File: config.mk
export PLATFORM = sky130hd
export DESIGN_NAME = arbitro_rr4
export DESIGN_NICKNAME = d
export VERILOG_FILES = /design/src/rtl/arbitro_rr4.sv
export SDC_FILE = /design/constraint.sdc
export NUM_CORES = 1
export LEC_CHECK = 0
export CAP_MARGIN = 20
export CORE_MARGIN = 2
export CORE_UTILIZATION = 43
export DETAILED_ROUTE_END_ITERATION = 16
export PLACE_DENSITY_LB_ADDON = 0.3
export SYNTH_ARGS = -nofsm -noshare
export SYNTH_HDL_FRONTEND = slang
export SYNTH_SLANG_ARGS = --single-unit
File: constraint.sdc
create_clock -name clk -period 1.55 [get_ports clk]
set_input_delay 0.465 -clock clk [delete_from_list [all_inputs] [get_ports clk]]
set_output_delay 0.465 -clock clk [all_outputs]
set_load 0.02 [all_outputs]
File: src/rtl/arbitro_rr4.sv
// arbitro_rr4: round-robin sequencer around a combinational 4:1 bus mux.
// Picks one of four requesting channels and drives the mux select S. It
// captures the mux output into a registered stage and hands it downstream
// with a valid/ready handshake.
//
// Ports:
//   clk    - clock, rising edge
//   rst_n  - asynchronous active-low reset
//   REQ    - per-channel level request, held by the source until its ACK
//   ACK    - one-hot, one-cycle pulse: that channel's data was captured
//   S      - registered mux select
//   Q_MUX  - mux output (combinational from S)
//   DATO   - captured data
//   CANAL  - channel index of DATO
//   VALIDO - DATO/CANAL valid
//   LISTO  - downstream ready
module arbitro_rr4 #(
    parameter int ANCHO = 8
) (
    input  logic             clk,
    input  logic             rst_n,
    input  logic [3:0]       REQ,
    output logic [3:0]       ACK,
    output logic [1:0]       S,
    input  logic [ANCHO-1:0] Q_MUX,
    output logic [ANCHO-1:0] DATO,
    output logic [1:0]       CANAL,
    output logic             VALIDO,
    input  logic             LISTO
);

    typedef enum logic [1:0] {REPOSO, SELECCION, ENTREGA} estado_t;

    estado_t    estado;
    logic [1:0] ptr;      // last granted channel
    logic [3:0] arb;
    logic       hay;
    logic [1:0] ganador;
    logic [1:0] idx;

    // A channel being ACK'd this cycle still has REQ high (the source only
    // drops it after seeing ACK), so mask it to avoid a double grant.
    assign arb = REQ & ~ACK;

    // Scan from the farthest offset down to the nearest so the closest
    // requester after ptr is the last (winning) assignment.
    always_comb begin
        hay     = 1'b0;
        ganador = ptr;
        idx     = '0;
        for (int i = 4; i >= 1; i--) begin
            idx = ptr + 2'(i);
            if (arb[idx]) begin
                hay     = 1'b1;
                ganador = idx;
            end
        end
    end

    always_ff @(posedge clk or negedge rst_n) begin
        if (!rst_n) begin
            estado <= REPOSO;
            ptr    <= 2'd3;   // channel 0 searched first after reset
            S      <= '0;
            DATO   <= '0;
            CANAL  <= '0;
            VALIDO <= 1'b0;
            ACK    <= '0;
        end else begin
            ACK <= '0;
            case (estado)
                REPOSO: begin
                    if (hay) begin
                        S      <= ganador;
                        estado <= SELECCION;
                    end
                end
                SELECCION: begin
                    // Q_MUX has had the whole cycle to settle on S.
                    DATO   <= Q_MUX;
                    CANAL  <= S;
                    VALIDO <= 1'b1;
                    ACK    <= 4'(1) << S;
                    ptr    <= S;
                    estado <= ENTREGA;
                end
                ENTREGA: begin
                    if (LISTO) begin
                        VALIDO <= 1'b0;
                        if (hay) begin
                            S      <= ganador;
                            estado <= SELECCION;
                        end else begin
                            estado <= REPOSO;
                        end
                    end
                end
                default: estado <= REPOSO;
            endcase
        end
    end

endmodule
==> summary.txt <==
STA
  – Max frequency: 654 MHz
  – RSZ-0062 raised after global routing: false
  – Min Hold Slack: 486 ps
  – Final setup skew: 1.55 ps
  – Final Setup Violations: 0
  – Final Cycle Share: 0.986
  – Relative slew slack: 0.648
  – Final hold violations: 0
  – Worst slew pin tran: 529 ps
  – Fin. max-slew vios: 0
  – Min Tclk post-route: 1530 ps

Synth
  – Mapped Nets: 102
  – FF+latch count, synth: 21
  – Synthesized-area fraction occupied by adder cells: 0
  – Seq/Total Area, Yosys: 0.583
  – Syn Inst Count: 87
  – Yosys warning count: 0
  – Mapped cell area: 906 um2
  – Main combinational cell family by area after synthesis: simple AND/OR/NAND/NOR gates
  – Compound-gate portion of the synthesized area: 0.0953
  – Simple-Gate Fraction of Synth Area: 0.265
  – Multiplexer share of the synthesized area: 0.0331
  – XOR/XNOR Fraction of Synth Area: 0
  – Post-synthesis cell type count: 24
  – Syn Area/Cell: 10.4 um2

Worst setup path
  – FF-to-FF setup slack: 170 ps
  – CP max stage delay: 470 ps
  – WP buf/inv: 1
  – Critical Path Source: REQ[0]
  – Worst EP arrival: 1720 ps
  – Startpoint types: input port
  – WP data required: 1740 ps
  – Critical Path Sink: S[0]
  – Critical-path top delay cell: clkdlybuf4s50_1
  – R2R Path Start: ACK[0]
  – Crit Reg-Reg Endpoint: S[0]
  – Delay-heaviest family, CP: buffers and inverters
  – Critical Path Stages: 5
  – Register-to-Register Path Depth: 5
  – Crit end category: flip-flop
  – Crit Path Max Fanout: 2
  – Cells along the critical path: clkdlybuf4s50_1, nor2b_4, o221ai_1, a22o_1, mux2_4
  – CP Class: in2reg

Floorplan
  – Core ar.: 1980 um2
  – Die Span Y: 49.9 um
  – # IOs: 32
  – Die area: 2490 um2
  – Row count: 16
  – Die width: 49.9 um
  – Initial core utilization: 0.457

Cells and area
  – N_diodes: 0
  – Fill cell count: 163
  – Area Growth Syn to Fin: 40.6%
  – Final #Nets: 140
  – Register area: 528 um2
  – Multi-input logic area: 359 um2
  – Layout cells sized above 1: 0.145
  – Finished Layout Cells: 151

Flow run
  – Max Cap Viol: 0

Clock tree
  – Num CTS Buffers: 3
  – CTS Sinks: 21
  – CTS tree: built
  – Worst skew pair latency: 290 ps
  – Setup repair bufs after CTS: 0
  – H-tree depth: 1
  – Clock tree buffer depth: 2
  – Worst-path clk slew: 110 ps
  – Clock tree root driver cell: clkbuf_4

Drt
  – Vias/cell: 4.81
  – Drt wl/cell: 12.1 um
  – DR vias: 726
  – Iteration count of the initial detailed-routing pass: 4
  – Residual DRC: 0
  – Final WL: 1830 um
  – Final antenna-violating net count: 0
  – Iter 0 DRT Violations: 10

Placement
  – Placed cells: 147
  – I/O Buffers: 31
  – Placer congestion estimate: 0.805
  – Post-DP HPWL: 1390 um

Global routing
  – Initial antenna violation count: 0
  – Largest net degree at the start of global routing: 22
  – Vias in the first global route: 802
  – GR Overflow Total: 0
  – Global-route usage over all layers: 0.169
  – First-pass GRT wire length: 3280 um

Run status
  – Run status: finished clean

Power
  – PD cells: 1980 nW/um2
  – Peak supply drop: 1.13 mV
  – P_leak: 0.657 nW

Hold path
  – Worst min path class: reg2reg
power breakdown:
part | internal [mW] | switching [mW] | leakage, nW | total (mW)
logic | 0.564 | 0.722 | 0.385 | 1.29
registers | 0.819 | 0.167 | 0.257 | 0.987
clock network | 0.100 | 0.154 | 0.0150 | 0.254
cells in the final DEF, fill, tap and decap left out, types with 2 or more instances in the layout:
| cell | Yosys | routed |
|---|---|---|
| dfstp_2 | 2 | 2 |
| o221ai_1 | 3 | 3 |
| buf_4 | 0 | 4 |
| dlygate4sd2_1 | 0 | 16 |
| nand2b_1 | 3 | 3 |
| mux2_4 | 2 | 2 |
| clkbuf_4 | 0 | 3 |
| inv_1 | 3 | 3 |
| o21ai_0 | 3 | 3 |
| nor2b_4 | 2 | 2 |
| nand2_1 | 32 | 32 |
| nor2_1 | 3 | 3 |
| dfrtp_1 | 19 | 19 |
| clkdlybuf4s50_1 | 0 | 14 |
cells in the mapped netlist:
cell type,n,area (um2)
nand2_1,32,120
dfrtp_1,19,475
inv_1,3,11.3
nand2b_1,3,18.8
nor2_1,3,11.3
o21ai_0,3,15.0
o221ai_1,3,26.3
buf_2,2,10.0
dfstp_2,2,52.6
mux2_4,2,30.0
nor2b_4,2,27.5
a21oi_1,1,5.00
a22o_1,1,8.76
a2bb2oi_1,1,8.76
a31o_4,1,17.5
and2b_1,1,7.51
and3_1,1,6.26
nand2b_2,1,8.76
nand2b_4,1,13.8
nor2b_1,1,6.26
nor3_1,1,5.00
nor3b_1,1,7.51
o21ai_1,1,5.00
or2b_1,1,7.51
layer usage:
layer,vias to the layer above,wire [um],track usage
li1,358,-,-
met1,346,827,0.211
met2,22,910,0.293
met3,0,92,0.0303
met4,0,0,0.0556
met5,-,0,0
state kept, by name (all words and copies together) (netlist names):
register / count
ACK: 4
DATO: 8
VALIDO: 1
S: 2
CANAL: 2
ptr: 2
estado: 2
worst reg2reg max path, cell delays in order (launching register included):
cell and delay [ps]:
dfrtp_1 390, buf_4 140, nor2b_4 110, o221ai_1 120
a22o_1 250, mux2_4 260
how the worst min path moves through the flow:
stage,startpoint,end,slack [ps],cells past startpoint
5_1_grt,DATO[5],DATO[5],520,2
4_1_cts,CANAL[1],CANAL[1],490,2
3_3_place_gp,DATO[6],DATO[6],460,2
3_5_place_dp,CANAL[1],CANAL[1],470,2
2_1_floorplan,rst_n,ACK[0],170,0
6_report,DATO[4],DATO[4],490,2
per-stage QoR:
stage / cell area [um2] / setup WS, ps / setup TNS [ps] / utilization / power (mW)
floorplan: 906 / 215 / 0 / - / 1.81
global placement: 1270 / -251 / -501 / 0.641 / 2.39
detailed placement: 1270 / -303 / -581 / 0.641 / 2.45
CTS: 1270 / 2.66 / 0 / 0.643 / 2.55
global route: 1270 / 1.41 / 0 / 0.643 / 2.73
finish: 1270 / 21.6 / 0 / 0.643 / 2.53
timing repair:
item,in CTS,in global routing
hold buffers,0,0
setup endpoints to repair,17,5
resized for setup,17,3
layout make-up:
type                       count  share of cell area
inverter                       3             0.00884
multi-input combinational     61               0.282
timing repair buffer          35               0.248
tap                           27              0.0265
sequential                    21               0.415
clock buffer                   4              0.0206
cells by family (layout without fill, tap and decap cells):
| family | after synthesis | in the layout |
|---|---|---|
| compound gates | 11 | 11 |
| buf+inv | 5 | 42 |
| flops | 21 | 21 |
| mux | 2 | 2 |
| simple gates | 48 | 48 |
Note: power is estimated with default switching activity, not from simulation.
==> edit 1 (config.mk and constraints unchanged) <==
`ANCHO`: 8 -> 9.
--- a/src/rtl/arbitro_rr4.sv
+++ b/src/rtl/arbitro_rr4.sv
@@ -15,7 +15,7 @@
 //   VALIDO - DATO/CANAL valid
 //   LISTO  - downstream ready
 module arbitro_rr4 #(
-    parameter int ANCHO = 8
+    parameter int ANCHO = 9
 ) (
     input  logic             clk,
     input  logic             rst_n,
Interface: changed (resized DATO and Q_MUX); port bits go from 32 to 34. The function was not compared with the original's and may differ.
==> edit 1 against the original RTL <==
Core utilization rose by 2.9 points; sequential cell count rose by 1; cell count rose by 5.3%; total power rose by 7.2%; via count rose by 6.3%; combinational power rose by 7%; routed wire length rose by 9.1%; design area rose by 6.7%; synthesized area rose by 4.0%; hold slack got worse by 0.060 ns; worst setup slack improved by 0.011 ns; critical path depth did not move; clock skew barely moved; critical path type unchanged.
==> edit 1: results (changes against the original RTL) <==
stage	metric	value	unit	change
run_status	status	completed		
final_layout	Top Registers	DATO x9, ACK x4		
global_routing	met3 Use GR	2.924	%	-0.11 points
sta	clock skew	0.001806	ns	+0.0002596 ns
power	Peak supply drop	0.001146	V	+0.99%
place	Final GP Congestion	0.8390		+4.2%
place	IO Port Bufs	33		+6.5%
place	placed cell area	0.001341	sq mm	+5.6%
global_routing	largest net degree at the start of global routing	16		-27%
final_layout	Inserted Diodes	0		unchanged
place	Detail Placement HPWL	1.499	mm	+8.2%
power	Sw Share	40.58	%	-0.71 points
global_routing	initial antenna violation count	0		unchanged
global_routing	GRT Total Usage	17.08	%	+0.17 points
global_routing	vias in the first global route	777		-3.1%
setup_path	Crit Path Max Fanout	3		+1
global_routing	met1 GRT Util	20.27	%	-0.86 points
clocking	root buffer cell	clkbuf_4		
drt	uppermost layer routed	met4		
setup_path	crit path max-delay cell type	clkdlybuf4s50_1		
logic_synthesis	multiplexer area fraction after synthesis	3.187	%	-0.13 points
drt	Met3 Wirelength	136	um	+48%
global_routing	met2 Usage GRT	29.61	%	+0.27 points
logic_synthesis	Post-synth EDFFs	0		unchanged
logic_synthesis	Synth area leaders	dfrtp_1, nand2_1, dfstp_2, mux2_4, nor2b_4		
final_layout	Final nets	149		+6.4%
logic_synthesis	syn_nets	107		+4.9%
setup_path	CP top delay family	buffers and inverters		
drt	Initial DRT Pass Iterations	7		+3
place	dpl ws	-0.2873	ns	+0.01548 ns
drt	drt total wl	1.996	mm	+9.1%
setup_path	critical path data arrival time	1.72	ns	about the same
logic_synthesis	Synth Area in Compound Gates	9.163	%	-0.37 points
drt	via count	772		+6.3%
logic_synthesis	Synth Area in XOR/XNOR	0	%	unchanged
sta	Rel. slew slack	61.84	%	-2.9 points
final_layout	share of layout cells above drive strength 1	14.39	%	-0.12 points
place	placed insts	155		+5.4%
clocking	H-tree depth	1		unchanged
drt	per-cell routed wire length	12.55	um	+3.6%
logic_synthesis	Post-synth top cells	nand2_1, dfrtp_1		
logic_synthesis	register area share after synthesis	58.70	%	+0.41 points
drt	M1 WL	846	um	+2.3%
final_layout	Fillers	174		+6.7%
worst_hold_path	Hold Crit Class	in2async		
drt	Routed met2 length	985	um	+8.2%
logic_synthesis	synthesized instance count	91		+4.6%
power	Static Leakage	0.7016	nW	+6.8%
drt	Iter 0 DRT Violations	13		+3
clocking	clk buf depth	2		unchanged
global_routing	first-pass GRT wire length	3.318	mm	+1.0%
==> edit 1: through the flow <==
stage | hold WS [ns] | power, mW | util, %
2_1_floorplan | 0.1694 | 1.894 | -
6_report | 0.4264 | 2.709 | 67.20
3_5_place_dp | 0.4607 | 2.566 | 66.34
3_3_place_gp | 0.4568 | 2.531 | 66.34
5_1_grt | 0.4368 | 2.906 | 67.20
4_1_cts | 0.4316 | 2.724 | 67.02
==> edit 1: cells by family (layout without fill, tap and decap cells) <==
family,count (synthesis),after routing
buffers and inverters,5,46
AND/OR/NAND/NOR,51,51
multiplexers,2,2
AO/OA/AOI/OAI,11,11
flip-flops,22,22
==> edit 1: power by group through the flow <==
stage / sequential [mW] / combinational [mW] / clock, mW
after floorplan: 1.30 / 0.595 / 0
after global placement: 1.03 / 1.50 / 0
after detailed placement: 1.04 / 1.53 / 0
after CTS: 1.02 / 1.38 / 0.317
after global routing: 1.06 / 1.50 / 0.346
final: 1.02 / 1.38 / 0.310
==> edit 1: worst paths after layout <==
kind	from	end	slack [ns]	depth (start not counted)
setup / recovery	REQ[2]	S[0]	0.03	5
hold / removal	rst_n	CANAL[0]	0.43	1
setup reg to reg	ACK[0]	S[0]	0.17	5
hold reg to reg	CANAL[0]	CANAL[0]	0.48	2
max in group asynchronous	rst_n	DATO[7]	0.68	2
min in group clk	CANAL[0]	CANAL[0]	0.48	2
==> edit 1: what timing repair did <==
action                                  in CTS  in global routing
endpoints found under the setup margin      18                  3
setup buffers                                0                  0
resized for setup                           18                  3
==> edit 1: final cells by class <==
type / instances / area share [%]
timing repair buffer: 39 / 26.24
multi-input combinational: 64 / 27.07
tap: 27 / 2.486
clock buffer: 4 / 2.670
inverter: 3 / 0.8287
sequential: 22 / 40.70
==> edit 2 (same flow settings) <==
Without the edit above. Reset style: synchronous (`rst_n`), changed in one clocked block. Comments in the files are not updated.
--- a/src/rtl/arbitro_rr4.sv
+++ b/src/rtl/arbitro_rr4.sv
@@ -57,7 +57,7 @@
         end
     end
 
-    always_ff @(posedge clk or negedge rst_n) begin
+    always_ff @(posedge clk) begin
         if (!rst_n) begin
             estado <= REPOSO;
             ptr    <= 2'd3;   // channel 0 searched first after reset
Formal check against the unedited RTL: differs if rst_n is asserted again (counterexample within 4 cycles, from zero or initial values and one cycle with rst_n low); with rst_n held inactive, the same outputs for 10 cycles.
==> edit 2 against the original RTL <==
Synthesized area decreased by 7.2%; routed wire length increased by 8.1%; cell count increased by 7.9%; hold slack got worse by 0.028 ns; count of clock-buffer cells in the layout unchanged; maximum frequency increased by 2.8%; design area decreased by 2.5%; worst setup slack improved by 0.041 ns; sequential cell count unchanged; non-clock buffer count increased by 4; clock skew increased by 0.0024 ns.
Power is not compared: it rests on default switching activity, and its combinational part moved more than twofold at a synthesized area within 25%.
==> edit 2: results (changes against the original RTL) <==
stage	metric	value	unit	change
run_status	status	completed		
final_layout	Fillers	153		-6.1%
place	Final GP Congestion	0.8252		+2.5%
logic_synthesis	syn_nets	113		+11%
setup_path	CP top delay family	compound AO/OA/AOI/OAI gates		
setup_path	Crit Path Max Fanout	5		+3
drt	Routed met2 length	990	um	+8.8%
global_routing	vias in the first global route	721		-10%
drt	via count	812		+12%
setup_path	critical path's largest stage delay	0.41	ns	-0.06 ns
place	dpl ws	-0.3169	ns	-0.01412 ns
logic_synthesis	Synth Flop Type	dfxtp_1		
drt	uppermost layer routed	met4		
logic_synthesis	Post-synth top cells	nand2_1, dfxtp_1, a21oi_1		
logic_synthesis	synth unique cells	29		+21%
logic_synthesis	register area share after synthesis	50.00	%	-8.3 points
global_routing	first-pass GRT wire length	2.980	mm	-9.3%
drt	M1 WL	892	um	+7.9%
place	Detail Placement HPWL	1.490	mm	+7.6%
setup_path	critical path data arrival time	1.70	ns	-0.02 ns
drt	Met3 Wirelength	90	um	-2.2%
global_routing	GRT Total Usage	18.05	%	+1.1 points
global_routing	largest net degree at the start of global routing	13		-41%
drt	drt total wl	1.977	mm	+8.1%
place	placed insts	159		+8.2%
sta	clock skew	0.003958	ns	+0.002412 ns
final_layout	Util after Layout	69.68	%	+5.4 points
sta	Worst-Margin Slew	0.3562	ns	-0.1724 ns
## edit 2: cell count changes after synthesis, sizes merged, moves of 3 or more
cell	unedited run	this run
o221ai	3	0
dfrtp	19	0
a21oi	1	17
dfxtp	0	21
nand2	32	24
## edit 2: layout make-up
class,instances,share of cell area (%)
Sequential cell,21,33.84
Clock buffer,4,2.115
Tap cell,25,2.518
Timing Repair Buffer,39,28.20
Multi-Input combinational cell,70,32.12
Inverter,4,1.208
## edit 2: cell families after synthesis
logic type / share of synthesized area, %
AND/OR/NAND/NOR: 27.08
AO/OA/AOI/OAI: 19.64
flip-flops: 50.00
buffers and inverters: 3.272
## edit 2: repair_timing
item                       CTS  global route
hold buffers                 0             0
setup endpoints to repair   18             2
resized for setup           18             2
## edit 2: worst min-delay path: cells and delay by family, from the launching register on
family           cells  cell delay (ns)
AO/OA/AOI/OAI        1             0.05
flip-flops           1             0.33
AND/OR/NAND/NOR      1             0.05
## edit 2: report_power, final
part           internal (mW)  leakage [nW]  switching (mW)
clock network         0.0999        0.0150           0.162
logic                  0.137         0.376           0.156
registers              0.583         0.172          0.0322
## edit 2: per-layer routing
| metal | vias up | GRT usage, % |
|---|---|---|
| li1 | 421 | - |
| met1 | 364 | 23.74 |
| met2 | 25 | 31.05 |
| met3 | 2 | 3.333 |
| met4 | 0 | 3.243 |
| met5 | - | 0 |
## edit 2: final timing paths
kind                                from        to  slack (ns)  cells after the start
worst min register to register  CANAL[0]  CANAL[0]        0.46                      2
worst max register to register    ACK[2]      S[1]        0.22                      5
worst max-delay path              REQ[1]      S[1]        0.06                      5
worst min-delay path            CANAL[0]  CANAL[0]        0.46                      2
